<file path="config.mk">
export PLATFORM = sky130hd
export DESIGN_NAME = fft8_frame_ctrl
export DESIGN_NICKNAME = d
export VERILOG_FILES = /design/src/rtl/fft8_frame_ctrl.sv
export SDC_FILE = /design/constraint.sdc
export NUM_CORES = 2
export LEC_CHECK = 0
export CAP_MARGIN = 20
export CORE_ASPECT_RATIO = 0.6
export CORE_MARGIN = 3
export CORE_UTILIZATION = 40
export DETAILED_ROUTE_END_ITERATION = 6
export GPL_TIMING_DRIVEN = 1
export SLEW_MARGIN = 20
export SYNTH_ARGS = -nofsm -noshare
export SYNTH_HDL_FRONTEND = slang
export SYNTH_SLANG_ARGS = --single-unit
</file>
<file path="constraint.sdc">
create_clock -name clk -period 68.2 [get_ports clk]
set_clock_uncertainty 0.2 [all_clocks]
set_input_delay 6.82 -clock clk [delete_from_list [all_inputs] [get_ports clk]]
set_output_delay 6.82 -clock clk [all_outputs]
set_load 0.01 [all_outputs]
</file>
<file path="src/rtl/fft8_frame_ctrl.sv">
// Frame sequencer for an 8-point radix-2 FFT pipeline: serial load into a
// bit-reversed buffer, parallel launch, latency wait, capture, serial unload.
module fft8_frame_ctrl #(
    parameter int WIDTH    = 16,
    parameter int PIPE_LAT = 3
) (
    input  logic               clk,
    input  logic               rst,
    input  logic               in_valid,
    output logic               in_ready,
    input  logic [WIDTH-1:0]   in_re,
    input  logic [WIDTH-1:0]   in_im,
    output logic [8*WIDTH-1:0] fft_x_re,
    output logic [8*WIDTH-1:0] fft_x_im,
    output logic               fft_launch,
    input  logic [8*WIDTH-1:0] fft_y_re,
    input  logic [8*WIDTH-1:0] fft_y_im,
    output logic               out_valid,
    input  logic               out_ready,
    output logic [WIDTH-1:0]   out_re,
    output logic [WIDTH-1:0]   out_im,
    output logic [2:0]         out_idx,
    output logic               out_last,
    output logic               busy,
    output logic [15:0]        frame_cnt
);

    localparam int CW = (PIPE_LAT > 1) ? $clog2(PIPE_LAT) : 1;

    typedef enum logic [1:0] {
        S_LOAD   = 2'd0,
        S_LAUNCH = 2'd1,
        S_WAIT   = 2'd2,
        S_UNLOAD = 2'd3
    } state_t;

    state_t             state_q;
    logic [2:0]         ld_idx_q;
    logic [CW-1:0]      wait_q;
    logic [8*WIDTH-1:0] buf_re_q, buf_im_q;
    logic [8*WIDTH-1:0] buf_re_d, buf_im_d;
    logic [8*WIDTH-1:0] x_re_q, x_im_q;
    logic [8*WIDTH-1:0] y_re_q, y_im_q;
    logic [2:0]         out_idx_q;
    logic [15:0]        frame_cnt_q;
    logic               in_ready_q, launch_q, out_valid_q, busy_q;
    logic [2:0]         slot;
    logic               accept;

    function automatic logic [2:0] bitrev3(input logic [2:0] n);
        return {n[0], n[1], n[2]};
    endfunction

    assign accept = in_ready_q & in_valid;
    assign slot   = bitrev3(ld_idx_q);

    // Buffer image including the sample being accepted this cycle, so the
    // eighth sample can be launched without an extra cycle.
    always_comb begin
        buf_re_d = buf_re_q;
        buf_im_d = buf_im_q;
        buf_re_d[int'(slot)*WIDTH +: WIDTH] = in_re;
        buf_im_d[int'(slot)*WIDTH +: WIDTH] = in_im;
    end

    always_ff @(posedge clk or posedge rst) begin
        if (rst) begin
            state_q     <= S_LOAD;
            ld_idx_q    <= '0;
            wait_q      <= '0;
            buf_re_q    <= '0;
            buf_im_q    <= '0;
            x_re_q      <= '0;
            x_im_q      <= '0;
            y_re_q      <= '0;
            y_im_q      <= '0;
            out_idx_q   <= '0;
            frame_cnt_q <= '0;
            in_ready_q  <= 1'b1;
            launch_q    <= 1'b0;
            out_valid_q <= 1'b0;
            busy_q      <= 1'b0;
        end else begin
            case (state_q)
                S_LOAD: begin
                    if (accept) begin
                        buf_re_q <= buf_re_d;
                        buf_im_q <= buf_im_d;
                        ld_idx_q <= ld_idx_q + 3'd1;
                        if (ld_idx_q == 3'd7) begin
                            x_re_q     <= buf_re_d;
                            x_im_q     <= buf_im_d;
                            state_q    <= S_LAUNCH;
                            in_ready_q <= 1'b0;
                            launch_q   <= 1'b1;
                            busy_q     <= 1'b1;
                        end
                    end
                end
                S_LAUNCH: begin
                    launch_q <= 1'b0;
                    wait_q   <= CW'(PIPE_LAT - 1);
                    state_q  <= S_WAIT;
                end
                S_WAIT: begin
                    // Counter reaching zero marks launch cycle + PIPE_LAT.
                    if (wait_q == '0) begin
                        y_re_q      <= fft_y_re;
                        y_im_q      <= fft_y_im;
                        state_q     <= S_UNLOAD;
                        out_valid_q <= 1'b1;
                    end else begin
                        wait_q <= wait_q - CW'(1);
                    end
                end
                S_UNLOAD: begin
                    if (out_ready) begin
                        if (out_idx_q == 3'd7) begin
                            out_idx_q   <= '0;
                            out_valid_q <= 1'b0;
                            in_ready_q  <= 1'b1;
                            busy_q      <= 1'b0;
                            frame_cnt_q <= frame_cnt_q + 16'd1;
                            state_q     <= S_LOAD;
                        end else begin
                            out_idx_q <= out_idx_q + 3'd1;
                        end
                    end
                end
                default: state_q <= S_LOAD;
            endcase
        end
    end

    assign in_ready   = in_ready_q;
    assign fft_x_re   = x_re_q;
    assign fft_x_im   = x_im_q;
    assign fft_launch = launch_q;
    assign out_valid  = out_valid_q;
    assign out_idx    = out_idx_q;
    assign out_last   = out_valid_q & (out_idx_q == 3'd7);
    assign out_re     = out_valid_q ? y_re_q[int'(out_idx_q)*WIDTH +: WIDTH] : '0;
    assign out_im     = out_valid_q ? y_im_q[int'(out_idx_q)*WIDTH +: WIDTH] : '0;
    assign busy       = busy_q;
    assign frame_cnt  = frame_cnt_q;

endmodule

</file>
==> flow_metrics.tcl <==
set metrics [dict create \
    antenna_found_initial 5 \
    yosysWarnings 0 \
    drc_errors 0 \
    viasPerCell 5.269 \
    setup_violations 0 \
    cts.clk_slew.worst_paths_ps 60 \
    hold_buffers 0 \
    worstPathArrival_ps 3820 \
    synth_area_um2 33790 \
    grt_max_degree 199 \
    outcome "finished, final reports clean" \
    cp.depth 5 \
    finalWeightedCongestion 0.8030 \
    cts_resized 0 \
    slew_headroom_pct 28.73 \
    whs_path_depth 1 \
    grt_usage_pct 23.36 \
    multi_input_area_um2 12880 \
    synth_edf_count 0 \
    fp.dieW_um 381.2 \
    dp.cells 4555 \
    first_iter_violations 1863 \
    synth.avg_cell_area_um2 11.14 \
    path_delay_family "buffers and inverters" \
    cts-root-buf "clkbuf_16" \
    drive_above_1_share_pct 16.56 \
    ys_top_cells_by_count "dfrtp_1 (797), nand2_1 (464), mux2_2 (362)" \
    htreeDepth 3 \
    ys_types 50 \
    layout.nets 3821 \
    final_util_pct 52.53 \
    die_area_um2 88110 \
    wl_per_cell_um 22.19 \
    synth_cells 3032 \
    fin_tns_setup_ps 0 \
    cts_made_buffers 76 \
    wirelength_mm 104.3 \
    synthesis.nets 3339 \
    grt_pass1_wl_mm 157.7 \
    io_pins 604 \
    vias 24760 \
    hold_viol 0 \
    max-vdd-ir-drop_v 0.00001752 \
    grt_overflow_total 0 \
    min_period_over_period_pct 15.89 \
    setup.worst_path.class "reg2out" \
    worstPathRequired_ps 61180 \
    crit_chain "buf_4 -> mux4_2 -> o22ai_1 -> a211oi_1 -> clkdlybuf4s50_1" \
    ff_latch_area_um2 19980 \
    cap_violations 0 \
    grt_pass1_vias 24670 \
    yosysSeqAreaShare_pct 59.11 \
    crit_slowest_cell "dfrtp_4" \
    dieHeight_um 231.1 \
    dr.pass1.iters 5 \
    hpwlAfterDp_mm 70.23 \
    maxSlewViolCount 0 \
    synth-main-ff-cell "dfrtp_1" \
    fillers 7357 \
    syn2layout_area_growth_pct 28.41 \
    synth_top_area_cell "dfrtp_1" \
    portBuffers 603 \
    cp-start-kind "flip-flop" \
    p_leak_nw 18.67 \
    synth.most_common_cell "dfrtp_1" \
    maxClockFrequency_ghz 0.09228 \
    core-area_um2 82600 \
    tightest_slew_ps 1069 \
    ant_nets 0 \
    stdcell_area_um2 43390 \
    row_count 81 \
    cts_num_sinks 798 \
    asyncSetResetFlopFracSynth_pct 100.0 \
    instances_no_fill 4700 \
    hold_class "reg2reg" \
    worstRegToRegCells 8 \
    period_minus_slack_ps 10840 \
    path_buf_inv 2 \
    ys_ff_latch 798 \
    postPlaceCellArea_um2 40730 \
    slowest_delay_ps 940 \
    end_kind "output port" \
    cts_setup_buffers 0 \
    start_util_pct 40.91 \
    tritoncts "yes" \
    clk_path_buf_depth 3 \
    clkLatencyLatePin_ps 660 \
    synth_area_leaders "dfrtp_1 (59%), mux2_2 (12%), nand2_1 (5.2%), o21ai_0 (3.9%), nor2_1 (3.7%)" \
    power.density_nw_per_um2 22.52 \
    rsz0062_at_grt "false" \
    yosysTopAreaCellShare_pct 59.03 \
    path_max_fanout 51 \
]
[area by class of cell]
class | count | share of cell area, %
sequential | 798 | 46.04
multi-input combinational | 1976 | 29.68
timing repair buffer | 650 | 14.84
clock buffer | 112 | 5.202
tap | 1120 | 3.230
clock inverter | 27 | 0.8536
inverter | 12 | 0.1211
antenna | 5 | 0.02884
[sequential cells by signal (all words and copies together) (netlist names), 2 cells and up]
signal and flops:
ld_idx_q 3, y_re_q 128, out_idx 3, state_q 2, frame_cnt 16, fft_x_im 128, buf_re_q 128, fft_x_re 128
y_im_q 128, buf_im_q 128, wait_q 2
[cells in the final DEF (no fill, tap or decap), drive strengths merged, types with 32 or more instances in the layout]
master and count:
dfrtp 797, clkdlybuf4s50 603, nand2 464, mux2 366, nor2 330, o21ai 273
a21oi 181, clkbuf 112, a221oi 65, buf 47, a31oi 43, mux2i 33
mux4 32, o22ai 32, a211oi 32
[where the power goes]
group          internal, mW  switching, mW
Sequential            0.481        0.00377
Clock                 0.255          0.191
Combinational        0.0238         0.0223
[stage by stage]
step           total power, mW  hold slack (ps)  worst slack, ps
2_1_floorplan           0.5131            249.8            38770
3_3_place_gp            0.5397            260.4            56740
3_5_place_dp            0.5402            265.2            56760
4_1_cts                 0.9893            273.7            57300
5_1_grt                  1.014            296.8            56930
6_report                0.9772            274.0            57360
[kinds of logic (layout without fill, tap and decap cells)]
logic type	Yosys count	in the layout	synth area share, %
and+or+nand+nor	850	850	10.07
DFF	798	798	59.11
AOI/OAI and AO/OA	663	663	11.46
muxes	431	431	15.31
buffers and inverters	258	801	3.059
xor gates and xnor gates	17	17	0.4407
adders and majority gates	15	15	0.5555
other	0	5	0
[worst reg2reg max path, delay by kind of cell (launching register included)]
kind            cells  cell delay (ps)
buf+inv             2              760
flops               1              340
fa+ha+maj           2              840
simple gates        3             1140
compound gates      1              790
[final timing paths]
path,start,endpoint,slack [ps]
worst min-delay path,frame_cnt[15]$_DFFE_PP0P_,frame_cnt[15]$_DFFE_PP0P_,270
worst min register to register,frame_cnt[15]$_DFFE_PP0P_,frame_cnt[15]$_DFFE_PP0P_,270
min in group asynchronous,rst,y_re_q[36]$_DFFE_PP0P_,6480
worst max register to register,ld_idx_q[2]$_DFFE_PP0P_,fft_x_im[78]$_DFFE_PP0P_,64010
worst max-delay path,out_idx[2]$_DFFE_PP0P_,out_im[11],57360
max in group asynchronous,rst,buf_re_q[22]$_DFFE_PP0P_,57490
[per-layer routing]
layer / track usage [%] / up-vias / wire (µm)
met5: 0 / - / 0
met4: 6.852 / 0 / 2755
met3: 5.579 / 132 / 6554
met2: 33.44 / 673 / 45130
met1: 35.09 / 12410 / 49870
li1: - / 11550 / -
No activity file was read; power rests on OpenSTA's default activity.
